### config.mk
export PLATFORM = sky130hd
export DESIGN_NAME = riscv_fetch_ctrl_flat
export DESIGN_NICKNAME = d
export VERILOG_FILES = /design/src/rtl/riscv_fetch_pkg.sv /design/src/rtl/riscv_fetch_ctrl_if.sv /design/src/rtl/riscv_fetch_queue.sv /design/src/rtl/riscv_fetch_ctrl.sv /design/src/flat_wrapper.sv
export SDC_FILE = /design/constraint.sdc
export NUM_CORES = 1
export LEC_CHECK = 0
export BUFFER_PORTS_ARGS = -buffer_cell sky130_fd_sc_hd__buf_2
export CAP_MARGIN = 10
export CORE_MARGIN = 10
export CORE_UTILIZATION = 55
export CTS_BUF_LIST = sky130_fd_sc_hd__clkbuf_4 sky130_fd_sc_hd__clkbuf_8
export DETAILED_ROUTE_END_ITERATION = 10
export PLACE_DENSITY = 0.78
export SYNTH_ARGS = -nofsm -noshare
export SYNTH_HDL_FRONTEND = slang
export SYNTH_SLANG_ARGS = --single-unit
### constraint.sdc
create_clock -name clk -period 2.2 [get_ports clk]
set_input_delay 0 -clock clk [delete_from_list [all_inputs] [get_ports clk]]
set_output_delay 0 -clock clk [all_outputs]
set_load 0.02 [all_outputs]
### src/rtl/riscv_fetch_pkg.sv
// Shared types and constants for the instruction-fetch sequencer.
package riscv_fetch_pkg;

   localparam int FETCH_ADDR_WIDTH  = 64;
   localparam int FETCH_INSTR_WIDTH = 32;
   localparam int INSTR_BYTES       = 4;

   typedef enum logic [1:0] {
      IDLE  = 2'd0,
      RUN   = 2'd1,
      FAULT = 2'd2
   } fetch_state_e;

   typedef struct packed {
      logic [FETCH_INSTR_WIDTH-1:0] instr;
      logic [FETCH_ADDR_WIDTH-1:0]  pc;
   } fetch_entry_t;

endpackage

### src/rtl/riscv_fetch_ctrl_if.sv
// Memory read port and decode handshake of the fetch sequencer.
// master = fetch side, slave = memory/decode side.
interface riscv_fetch_ctrl_if #(
   parameter int ADDR_WIDTH  = 64,
   parameter int INSTR_WIDTH = 32
);
   logic                   o_mem_read;
   logic [ADDR_WIDTH-1:0]  o_mem_pc;
   logic                   i_mem_valid;
   logic [INSTR_WIDTH-1:0] i_mem_instr;
   logic                   o_valid;
   logic                   i_ready;
   logic [INSTR_WIDTH-1:0] o_instr;
   logic [ADDR_WIDTH-1:0]  o_pc;

   modport master (
      output o_mem_read, o_mem_pc, o_valid, o_instr, o_pc,
      input  i_mem_valid, i_mem_instr, i_ready
   );

   modport slave (
      input  o_mem_read, o_mem_pc, o_valid, o_instr, o_pc,
      output i_mem_valid, i_mem_instr, i_ready
   );
endinterface

### src/rtl/riscv_fetch_queue.sv
// Prefetch queue (synchronous FIFO of fetch entries) and its checker.
module riscv_fetch_queue_chk (
   input logic clk,
   input logic nreset,
   input logic push_req,
   input logic full
);
   // the fetch credit scheme must always leave room for a returning response
   a_no_push_when_full: assert property (@(posedge clk) disable iff (!nreset)
      push_req |-> !full);
endmodule

module riscv_fetch_queue
   import riscv_fetch_pkg::*;
#(
   parameter int  DEPTH   = 4,
   parameter int  CNT_W   = $clog2(DEPTH) + 1,
   parameter type entry_t = fetch_entry_t
) (
   input  logic             clk,
   input  logic             nreset,
   input  logic             push,
   input  entry_t           push_data,
   input  logic             pop,
   input  logic             flush,
   output entry_t           head,
   output logic [CNT_W-1:0] count,
   output logic             empty,
   output logic             full
);
   localparam int PTR_W = $clog2(DEPTH);

   entry_t           mem_r [DEPTH];
   logic [PTR_W-1:0] wr_ptr_r;
   logic [PTR_W-1:0] rd_ptr_r;
   logic [CNT_W-1:0] count_r;
   logic             do_push_s;
   logic             do_pop_s;

   assign empty = (count_r == {CNT_W{1'b0}});
   assign full  = (count_r == CNT_W'(DEPTH));
   assign count = count_r;
   assign head  = mem_r[rd_ptr_r];

   // qualify requests: no pop from empty, push into full only alongside a pop
   always_comb begin
      do_pop_s  = pop & ~empty;
      do_push_s = push & (~full | do_pop_s);
   end

   // pointer and occupancy bookkeeping; flush empties the queue at once
   always_ff @(posedge clk or negedge nreset) begin
      if (!nreset) begin
         wr_ptr_r <= {PTR_W{1'b0}};
         rd_ptr_r <= {PTR_W{1'b0}};
         count_r  <= {CNT_W{1'b0}};
      end else if (flush) begin
         wr_ptr_r <= {PTR_W{1'b0}};
         rd_ptr_r <= {PTR_W{1'b0}};
         count_r  <= {CNT_W{1'b0}};
      end else begin
         if (do_push_s) wr_ptr_r <= wr_ptr_r + PTR_W'(1'b1);
         else           wr_ptr_r <= wr_ptr_r;
         if (do_pop_s)  rd_ptr_r <= rd_ptr_r + PTR_W'(1'b1);
         else           rd_ptr_r <= rd_ptr_r;
         case ({do_push_s, do_pop_s})
            2'b10:   count_r <= count_r + CNT_W'(1'b1);
            2'b01:   count_r <= count_r - CNT_W'(1'b1);
            default: count_r <= count_r;
         endcase
      end
   end

   // entry storage
   always_ff @(posedge clk or negedge nreset) begin
      if (!nreset) begin
         for (int i = 0; i < DEPTH; i++) mem_r[i] <= entry_t'({$bits(entry_t){1'b0}});
      end else if (do_push_s && !flush) begin
         mem_r[wr_ptr_r] <= push_data;
      end else begin
         mem_r <= mem_r;
      end
   end
endmodule

### src/rtl/riscv_fetch_ctrl.sv
// Instruction-fetch sequencer: owns the PC, issues one read per cycle under
// a queue credit, buffers responses and hands them to decode.
// Optional: RISCV_FETCH_MISALIGN_CHK_EN adds o_misalign and the FAULT state.
module riscv_fetch_ctrl
   import riscv_fetch_pkg::*;
#(
   parameter int                    ADDR_WIDTH  = 64,
   parameter int                    INSTR_WIDTH = 32,
   parameter int                    QUEUE_DEPTH = 4,
   parameter logic [ADDR_WIDTH-1:0] RESET_PC    = 64'h0
) (
   input  logic                  clk,
   input  logic                  nreset,
   input  logic                  enable,
   input  logic                  i_start,
   input  logic                  i_redirect,
   input  logic [ADDR_WIDTH-1:0] i_redirect_pc,
   riscv_fetch_ctrl_if.master    bus,
`ifdef RISCV_FETCH_MISALIGN_CHK_EN
   output logic                  o_misalign,
`endif
   output logic                  o_busy
);
   localparam int CNT_W = $clog2(QUEUE_DEPTH) + 1;

   typedef struct packed {
      logic [INSTR_WIDTH-1:0] instr;
      logic [ADDR_WIDTH-1:0]  pc;
   } entry_t;

   fetch_state_e           state_r, state_nxt_s, redir_state_s;
   logic [ADDR_WIDTH-1:0]  pc_r, pc_nxt_s, inflight_pc_r;
   logic                   inflight_r;
   logic                   issue_s, flush_s, resp_s, push_s, pop_s, credit_s;
   logic [CNT_W:0]         used_s;
   logic [CNT_W-1:0]       count_s;
   logic                   empty_s, full_s;
   entry_t                 head_s, push_entry_s;
   logic [INSTR_WIDTH-1:0] last_instr_r;
   logic [ADDR_WIDTH-1:0]  last_pc_r;

`ifdef RISCV_FETCH_MISALIGN_CHK_EN
   assign redir_state_s = (i_redirect_pc[1:0] != 2'b00) ? FAULT : RUN;
   assign o_misalign    = (state_r == FAULT);
`else
   assign redir_state_s = RUN;
`endif

   // a read may only go out if its response is guaranteed a queue slot
   assign used_s   = {1'b0, count_s} + {{CNT_W{1'b0}}, inflight_r};
   assign credit_s = (used_s < (CNT_W+1)'(QUEUE_DEPTH));

   // next state, next PC, issue and flush decisions
   always_comb begin
      state_nxt_s = state_r;
      pc_nxt_s    = pc_r;
      issue_s     = 1'b0;
      flush_s     = 1'b0;
      if (enable) begin
         case (state_r)
            IDLE: begin
               if (i_redirect) begin
                  flush_s     = 1'b1;
                  pc_nxt_s    = i_redirect_pc;
                  state_nxt_s = redir_state_s;
               end else if (i_start) begin
                  pc_nxt_s    = RESET_PC;
                  state_nxt_s = RUN;
               end else begin
                  state_nxt_s = IDLE;
               end
            end
            RUN: begin
               if (i_redirect) begin
                  flush_s     = 1'b1;
                  pc_nxt_s    = i_redirect_pc;
                  state_nxt_s = redir_state_s;
               end else if (credit_s) begin
                  issue_s     = 1'b1;
                  pc_nxt_s    = pc_r + ADDR_WIDTH'(INSTR_BYTES);
               end else begin
                  issue_s     = 1'b0;
               end
            end
`ifdef RISCV_FETCH_MISALIGN_CHK_EN
            FAULT: begin
               if (i_redirect) begin
                  flush_s     = 1'b1;
                  pc_nxt_s    = i_redirect_pc;
                  state_nxt_s = redir_state_s;
               end else begin
                  state_nxt_s = FAULT;
               end
            end
`endif
            default: state_nxt_s = IDLE;
         endcase
      end else begin
         state_nxt_s = state_r;
      end
   end

   // state, PC and in-flight tracking; everything freezes while disabled
   always_ff @(posedge clk or negedge nreset) begin
      if (!nreset) begin
         state_r       <= IDLE;
         pc_r          <= RESET_PC;
         inflight_r    <= 1'b0;
         inflight_pc_r <= {ADDR_WIDTH{1'b0}};
      end else if (enable) begin
         state_r    <= state_nxt_s;
         pc_r       <= pc_nxt_s;
         inflight_r <= issue_s;
         if (issue_s) inflight_pc_r <= pc_r;
         else         inflight_pc_r <= inflight_pc_r;
      end else begin
         state_r <= state_r;
      end
   end

   // a redirect discards the response arriving in the same cycle and wins over a pop
   assign resp_s       = enable & bus.i_mem_valid & inflight_r & ~i_redirect;
   assign push_s       = resp_s & (~full_s | pop_s);
   assign pop_s        = enable & bus.o_valid & bus.i_ready & ~i_redirect;
   assign push_entry_s = '{instr: bus.i_mem_instr, pc: inflight_pc_r};

   riscv_fetch_queue #(
      .DEPTH   (QUEUE_DEPTH),
      .CNT_W   (CNT_W),
      .entry_t (entry_t)
   ) u_queue (
      .clk       (clk),
      .nreset    (nreset),
      .push      (push_s),
      .push_data (push_entry_s),
      .pop       (pop_s),
      .flush     (flush_s),
      .head      (head_s),
      .count     (count_s),
      .empty     (empty_s),
      .full      (full_s)
   );

   riscv_fetch_queue_chk u_chk (
      .clk      (clk),
      .nreset   (nreset),
      .push_req (resp_s),
      .full     (full_s)
   );

   // remember the most recent head so the outputs hold once the queue drains
   always_ff @(posedge clk or negedge nreset) begin
      if (!nreset) begin
         last_instr_r <= {INSTR_WIDTH{1'b0}};
         last_pc_r    <= {ADDR_WIDTH{1'b0}};
      end else if (!empty_s) begin
         last_instr_r <= head_s.instr;
         last_pc_r    <= head_s.pc;
      end else begin
         last_instr_r <= last_instr_r;
         last_pc_r    <= last_pc_r;
      end
   end

   assign bus.o_mem_read = issue_s;
   assign bus.o_mem_pc   = pc_r;
   assign bus.o_valid    = ~empty_s;
   assign bus.o_instr    = empty_s ? last_instr_r : head_s.instr;
   assign bus.o_pc       = empty_s ? last_pc_r    : head_s.pc;
   assign o_busy         = (state_r != IDLE);
endmodule
### src/flat_wrapper.sv
// flat-port wrapper written by rule: the top's interface ports become plain ports
module riscv_fetch_ctrl_flat import riscv_fetch_pkg::*;
#(
   parameter int                    ADDR_WIDTH  = 64,
   parameter int                    INSTR_WIDTH = 32,
   parameter int                    QUEUE_DEPTH = 4,
   parameter logic [ADDR_WIDTH-1:0] RESET_PC    = 64'h0
)
  (clk, nreset, enable, i_start, i_redirect, i_redirect_pc, o_busy, bus_o_mem_read, bus_o_mem_pc, bus_o_valid, bus_o_instr, bus_o_pc, bus_i_mem_valid, bus_i_mem_instr, bus_i_ready);
  riscv_fetch_ctrl_if #(.ADDR_WIDTH(ADDR_WIDTH), .INSTR_WIDTH(INSTR_WIDTH)) bus_i ();
  input  logic clk;
  input  logic nreset;
  input  logic enable;
  input  logic i_start;
  input  logic i_redirect;
  input  logic [ADDR_WIDTH-1:0] i_redirect_pc;
  output logic o_busy;
  output wire logic [$bits(bus_i.o_mem_read)-1:0] bus_o_mem_read;
  output wire logic [$bits(bus_i.o_mem_pc)-1:0] bus_o_mem_pc;
  output wire logic [$bits(bus_i.o_valid)-1:0] bus_o_valid;
  output wire logic [$bits(bus_i.o_instr)-1:0] bus_o_instr;
  output wire logic [$bits(bus_i.o_pc)-1:0] bus_o_pc;
  input wire logic [$bits(bus_i.i_mem_valid)-1:0] bus_i_mem_valid;
  input wire logic [$bits(bus_i.i_mem_instr)-1:0] bus_i_mem_instr;
  input wire logic [$bits(bus_i.i_ready)-1:0] bus_i_ready;
  assign bus_o_mem_read = bus_i.o_mem_read;
  assign bus_o_mem_pc = bus_i.o_mem_pc;
  assign bus_o_valid = bus_i.o_valid;
  assign bus_o_instr = bus_i.o_instr;
  assign bus_o_pc = bus_i.o_pc;
  assign bus_i.i_mem_valid = bus_i_mem_valid;
  assign bus_i.i_mem_instr = bus_i_mem_instr;
  assign bus_i.i_ready = bus_i_ready;
  riscv_fetch_ctrl #(.ADDR_WIDTH(ADDR_WIDTH), .INSTR_WIDTH(INSTR_WIDTH), .QUEUE_DEPTH(QUEUE_DEPTH), .RESET_PC(RESET_PC)) u_core (.clk(clk), .nreset(nreset), .enable(enable), .i_start(i_start), .i_redirect(i_redirect), .i_redirect_pc(i_redirect_pc), .bus(bus_i), .o_busy(o_busy));
endmodule
# Word-level counts from Yosys, hierarchy flattened
# Index checks and enable logic that the tools add are counted.
# classes
n_mux	30
n_eq_ne	7
add_sub_neg	6
order_cmp	4
bitwise_logic	16
n_reduce_logical	14
# ops
cell	n
$bwmux 384	1
$mux 64	5
$mux 96	3
$bmux 96 s2	1
$demux 96 s2	1
$pmux 64 s2	1
$add 64x3->64 const B	1
$mux 32	1
$mux 2	6
$and 1x1->1	9
$mux 1	8
$reduce_bool 2->1	4
$ge 3x3->1 const B	2
$not 2->3	2
$pmux 3 s2	1
$add 2x1->2 const B	2
$add 3x1->4	1
$eq 2x1->1 const B	2
$lt 4x3->1 const B	1
$pmux 2 s2	1
$reduce_and 2->1	2
$reduce_and 4->1	1
$add 3x1->3 const B	1
$eq 3x3->1 const B	1
other kinds (15)	19
# word_totals
word_cells	94
register_bits	618
output_inout_bits	163
inputBits	103

# Logic depth before layout (Yosys ltp)
# logic_depth
word_depth	11
mapped_depth	8
ltp_nobuf	8

# Hierarchy
# Synthesis repeated with hierarchy kept, for this count alone.
# hier_totals
cells_unflattened	1978
area_unflattened_um2	27635.3
# by_module_without_submodules
mod	instances	cells_each	seq_area_each_um2	area_per_inst_um2
riscv_fetch_queue	1	991	9784.4	17570.6
riscv_fetch_ctrl	1	987	5655.4	10064.7

# Least setup slack after synthesis
# OpenSTA, ideal clock, no wires.
# synth_path
path_type	reg-to-reg
start	reg u_core.u_queue.count_r[1] (netlist: u_core.u_queue.count[1])
end	reg u_core.u_queue.count_r[2] (netlist: u_core.u_queue.count[2])
n_path_buf	0
t_arrival_ns	2.307
setup_time_ns	0.078
path_stages_with_launch	8
period_less_slack_ns	2.385
required_time_ns	2.122
slack_ns	-0.185
cell_sequence	dfrtp_1 -> nor3_1 -> nor4b_1 -> ha_1 -> fa_1 -> xnor2_1 -> or3_1 -> a21oi_1
# synth_via
elab_chain_len	11
elab_cells_between_ends	19
classes_between	add/sub: 2; eq/ne: 3; mux: 2; bitwise: 10; reduce/logical: 2
# synth_lines
element	line	source
from (decl)	riscv_fetch_queue.sv:36	logic [CNT_W-1:0] count_r;
from (signal assigned)	riscv_fetch_queue.sv:56	count_r <= {CNT_W{1'b0}};
from (signal assigned)	riscv_fetch_queue.sv:60	count_r <= {CNT_W{1'b0}};
from (signal assigned)	riscv_fetch_queue.sv:67	2'b10: count_r <= count_r + CNT_W'(1'b1);
$logic_not 3->1	riscv_fetch_queue.sv:40	assign empty = (count_r == {CNT_W{1'b0}});
$not 1->1	riscv_fetch_queue.sv:47, riscv_fetch_ctrl.sv:167	
$and 1x1->1 (3 in a row)	riscv_fetch_ctrl.sv:124	assign pop_s = enable & bus.o_valid & bus.i_ready & ~i_redirect;
$or 1x1->1 or $and 1x1->1 (tied branches)	riscv_fetch_ctrl.sv:123, riscv_fetch_queue.sv:47	
$and 1x1->1 or $or 1x1->1 (tied branches)	riscv_fetch_ctrl.sv:123, riscv_fetch_queue.sv:48	
$and 1x1->1	riscv_fetch_queue.sv:48	do_push_s = push & (~full | do_pop_s);
$eq 2x1->1 or $eq 2x2->1 (tied branches)	riscv_fetch_queue.sv:66	case ({do_push_s, do_pop_s})
$pmux 3 s2	riscv_fetch_queue.sv:66	
$mux 3	riscv_fetch_queue.sv:57	end else if (flush) begin
# Parallel ways exist; a longest one is shown, timed or not.
# A chain may end at the register's enable or synchronous reset.

# Worst setup path after layout
# layout_path
start	reg u_core.u_queue.rd_ptr_r[0]
end	out bus_o_pc[49]
# layout_via
elab_chain_len	5
# layout_lines
element	line	source
from (decl)	riscv_fetch_queue.sv:35	logic [PTR_W-1:0] rd_ptr_r;
from (signal assigned)	riscv_fetch_queue.sv:55	rd_ptr_r <= {PTR_W{1'b0}};
from (signal assigned)	riscv_fetch_queue.sv:59	rd_ptr_r <= {PTR_W{1'b0}};
from (signal assigned)	riscv_fetch_queue.sv:64	if (do_pop_s) rd_ptr_r <= rd_ptr_r + PTR_W'(1'b1);
$not 2->3 (not written as such)	riscv_fetch_queue.sv:43	assign head = mem_r[rd_ptr_r];
$bmux 96 s2	riscv_fetch_queue.sv:43	
$mux 96 (not written as such) (2 in a row)	riscv_fetch_queue.sv:43	
$mux 64	riscv_fetch_ctrl.sv:169	assign bus.o_pc = empty_s ? last_pc_r : head_s.pc;
to (decl)	flat_wrapper.sv:22	output wire logic [$bits(bus_i.o_pc)-1:0] bus_o_pc;
# Every way passes these cells. The select of a mux whose other input is x is not followed.

==> impl_metrics.ini <==
[run_status]
outcome = finished, violations left
violations = setup timing

[floorplan]
coreArea_mm2 = 0.04875
die_h_um = 241.6
initial_core_util = 0.5542
die_x_um = 241.6
rows = 81
dieArea_mm2 = 0.05839
ios = 266

[power_and_ir_drop]
p_total_mw = 40.43
powerDensity_mw_per_mm2 = 1091
ir_drop_mv = 0.5597
p_leak_nw = 18.14

[critical_path]
cp.arrival_ns = 2.48
crit_type = register to primary output
cpMaxStageDelayCell = mux4_2
startpoint_type = register
endpoint_kind = primary output
worst-path-max-fanout = 6
crit_required_ns = 2.20
max_stage_delay_ns = 0.54
crit_chain = buf_6 -> buf_12 -> clkbuf_16 -> mux4_2 -> nand2_2 -> nand2_2 -> buf_6

[timing]
slew-limit-headroom = 0.4303
worstMarginPinSlew_ns = 0.8474
finalSetupTns_ns = -19.66
finalSetupViolCount = 164
fmax_mhz = 403.0
min_period_ns = 2.482
final_hold_viol_count = 0
whs_ns = 0.05802
period_share = 1.128
setup_ws_ns = -0.2816
fin_worst_skew_ns = 0.05555
finalMaxSlewViolations = 0
grt_setup_unrepaired = true

[logic_synthesis]
ys_types = 62
syn_nets = 2269
synth_cells = 2159
synth-seq-cells = 617
synthArstFlopShare = 1.000
ys_seq_area_frac = 0.5715
yosys.area.top_type_share = 0.5715
ys.flop_type = dfrtp_1
synth_most_common_cell = dfrtp_1
synthTopCellsByArea = dfrtp_1, mux2_2, mux4_2
yosysWarnings = 0
syn-cell-area_mm2 = 0.02702
synth_edf_count = 0
yosysTopAreaCell = dfrtp_1
avgSynthCellArea_um2 = 12.51
synth_common_cells = dfrtp_1, nand2_1, mux2_2

[cts]
clock_latency_ns = 0.72
htreeDepth = 3
clockBufferDepth = 3
cts.sinks = 617
cts_buffers = 101
clkTransAtPathRegs_ns = 0.06
cts_tree = yes
ctsRootBufferMaster = clkbuf_8

[job]
maxCapViolations = 0

[grt]
antenna_found_initial = 2
grt_first_pass_wirelength_um = 130100
use_met2 = 0.4545
top_usage_layer = met2
grt_overflow = 0
grt_max_degree = 87
met3_usage = 0.06437
grtUsageTotal = 0.2807
use_met1 = 0.3635
grt_pass1_vias = 22300

[placement]
place_ws_ns = -0.03075
dp_hpwl_um = 51000
place.gp.congestion = 0.9629
io_buffer_count = 265
dp_cells = 3110

[hold_path]
hold_class = input pin to register

[detailed_routing]
wirelength_um = 99210
vias = 22350
drt-wirelength-per-cell_um = 28.12
postRouteAntennaNets = 0
drt_first_pass_iters = 8
drt_iter0_markers = 2784
drc = 0
viasPerCell = 6.335

[layout]
final_cell_count_no_fill = 3528
drive_gt1_frac = 0.5042
syn2layout_area_growth_pct = 37.12
fillers = 2675
nNetsFinal = 2885
[final timing paths]
| check | startpoint | to | slack, ns | cells past startpoint |
|---|---|---|---|---|
| worst max-delay path | u_core.u_queue.rd_ptr_r[0]$_DFFE_PN0P_ | bus_o_pc[49] | -0.28 | 7 |
| worst min-delay path | i_redirect_pc[29] | u_core.bus.o_mem_pc[29]$_DFFE_PN0P_ | 0.06 | 4 |
| worst max register to register | u_core.u_queue.count[2]$_DFFE_PN0P_ | u_core.u_queue.count[2]$_DFFE_PN0P_ | -0.14 | 8 |
| worst min register to register | u_core.last_pc_r[54]$_DFF_PN0_ | u_core.last_pc_r[54]$_DFF_PN0_ | 0.47 | 2 |
| max in group asynchronous | nreset | u_core.u_queue.mem_r[377]$_DFFE_PN0P_ | 0.77 | 4 |
| min in group asynchronous | nreset | u_core.u_queue.mem_r[373]$_DFFE_PN0P_ | 0.53 | 3 |
[layer usage]
metal  vias to the layer above  wire (um)
met3                       397      10440
met1                     11360      36090
met2                      1634      47410
met4                         0       5266
met5                         -          0
li1                       8958          -
[logic make-up (layout without fill, tap and decap cells)]
| family | Yosys count | count (layout) | synth area share |
|---|---|---|---|
| simple gates | 734 | 735 | 0.1189 |
| fa+ha+maj | 7 | 7 | 0.003520 |
| compound gates | 164 | 164 | 0.03960 |
| other cells | 0 | 2 | 0 |
| flops | 617 | 617 | 0.5715 |
| mux | 491 | 491 | 0.2442 |
| xor+xnor | 3 | 3 | 0.0009727 |
| buf+inv | 143 | 845 | 0.02140 |
[what timing repair did]
item / in CTS / in global routing
pin swaps: 25 / 133
cloned: 7 / 38
endpoints found under the hold margin: 781 / 0
hold buffers: 109 / 0
setup endpoints to repair: 100 / 296
resized for setup: 151 / 342
setup buffers: 18 / 56
[stage by stage]
step	cell area (um^2)	util
after floorplan	27100	-
after global placement	30350	0.6226
after detailed placement	30350	0.6226
after CTS	34660	0.7110
after global routing	37050	0.7599
final	37050	0.7599
[worst max-delay path, delay by kind of cell, from the launching register on]
family        cells  cell delay, ns
mux               1            0.54
flops             1            0.52
buf+inv           4            0.57
simple gates      2            0.15
[report_power, final]
part	internal [mW]	switching, mW
Sequential	13.5	1.53
Combinational	6.37	7.42
Clock	6.66	4.92
Total	26.6	13.9
[sequential cells by signal, indices dropped and copies added (netlist names)]
signal                   cells
u_core.state_r               1
u_core.last_instr_r         32
u_core.u_queue.wr_ptr_r      2
u_core.last_pc_r            64
u_core.inflight_r            1
u_core.inflight_pc_r        64
u_core.u_queue.rd_ptr_r      2
u_core.bus.o_mem_pc         64
u_core.u_queue.count         3
u_core.u_queue.mem_r       384
[placed cells by master, fill, tap and decap left out, types with 7 or more instances in the layout]
cell type      count
nor4_2             7
o21ai_0           53
buf_2            181
nor3_1            19
nand2_2          145
buf_16            19
mux2_2           372
clkbuf_16         24
inv_1              9
dlygate4sd3_1    109
o311ai_0          12
clkbuf_4          21
nand4_1           28
nand2_4           28
o211ai_1          13
buf_4            160
clkbuf_8         138
dfrtp_1          604
clkinv_2          20
nor2_1            34
mux2i_1           11
and3_1            10
mux2_4            12
buf_12            37
nor4_1             9
a221o_1            9
buf_6            103
nand2_1          374
a22oi_1           13
buf_8              9
dfrtp_2           11
a21oi_1           29
nand3_1           25
mux4_2            96
[final cells by class]
| cell class | count | area, um^2 | share of cell area |
|---|---|---|---|
| multi-input cells | 1400 | 11920 | 0.3218 |
| clock buffers | 159 | 2057 | 0.05553 |
| repair buffers | 643 | 6390 | 0.1725 |
| flip-flops and latches | 617 | 15460 | 0.4174 |
| clock inverters | 31 | 319.1 | 0.008613 |
| inverters | 12 | 60.06 | 0.001621 |
| diodes | 2 | 5.005 | 0.0001351 |
| well taps | 664 | 830.8 | 0.02243 |
Note: power is estimated with default switching activity, not from simulation.
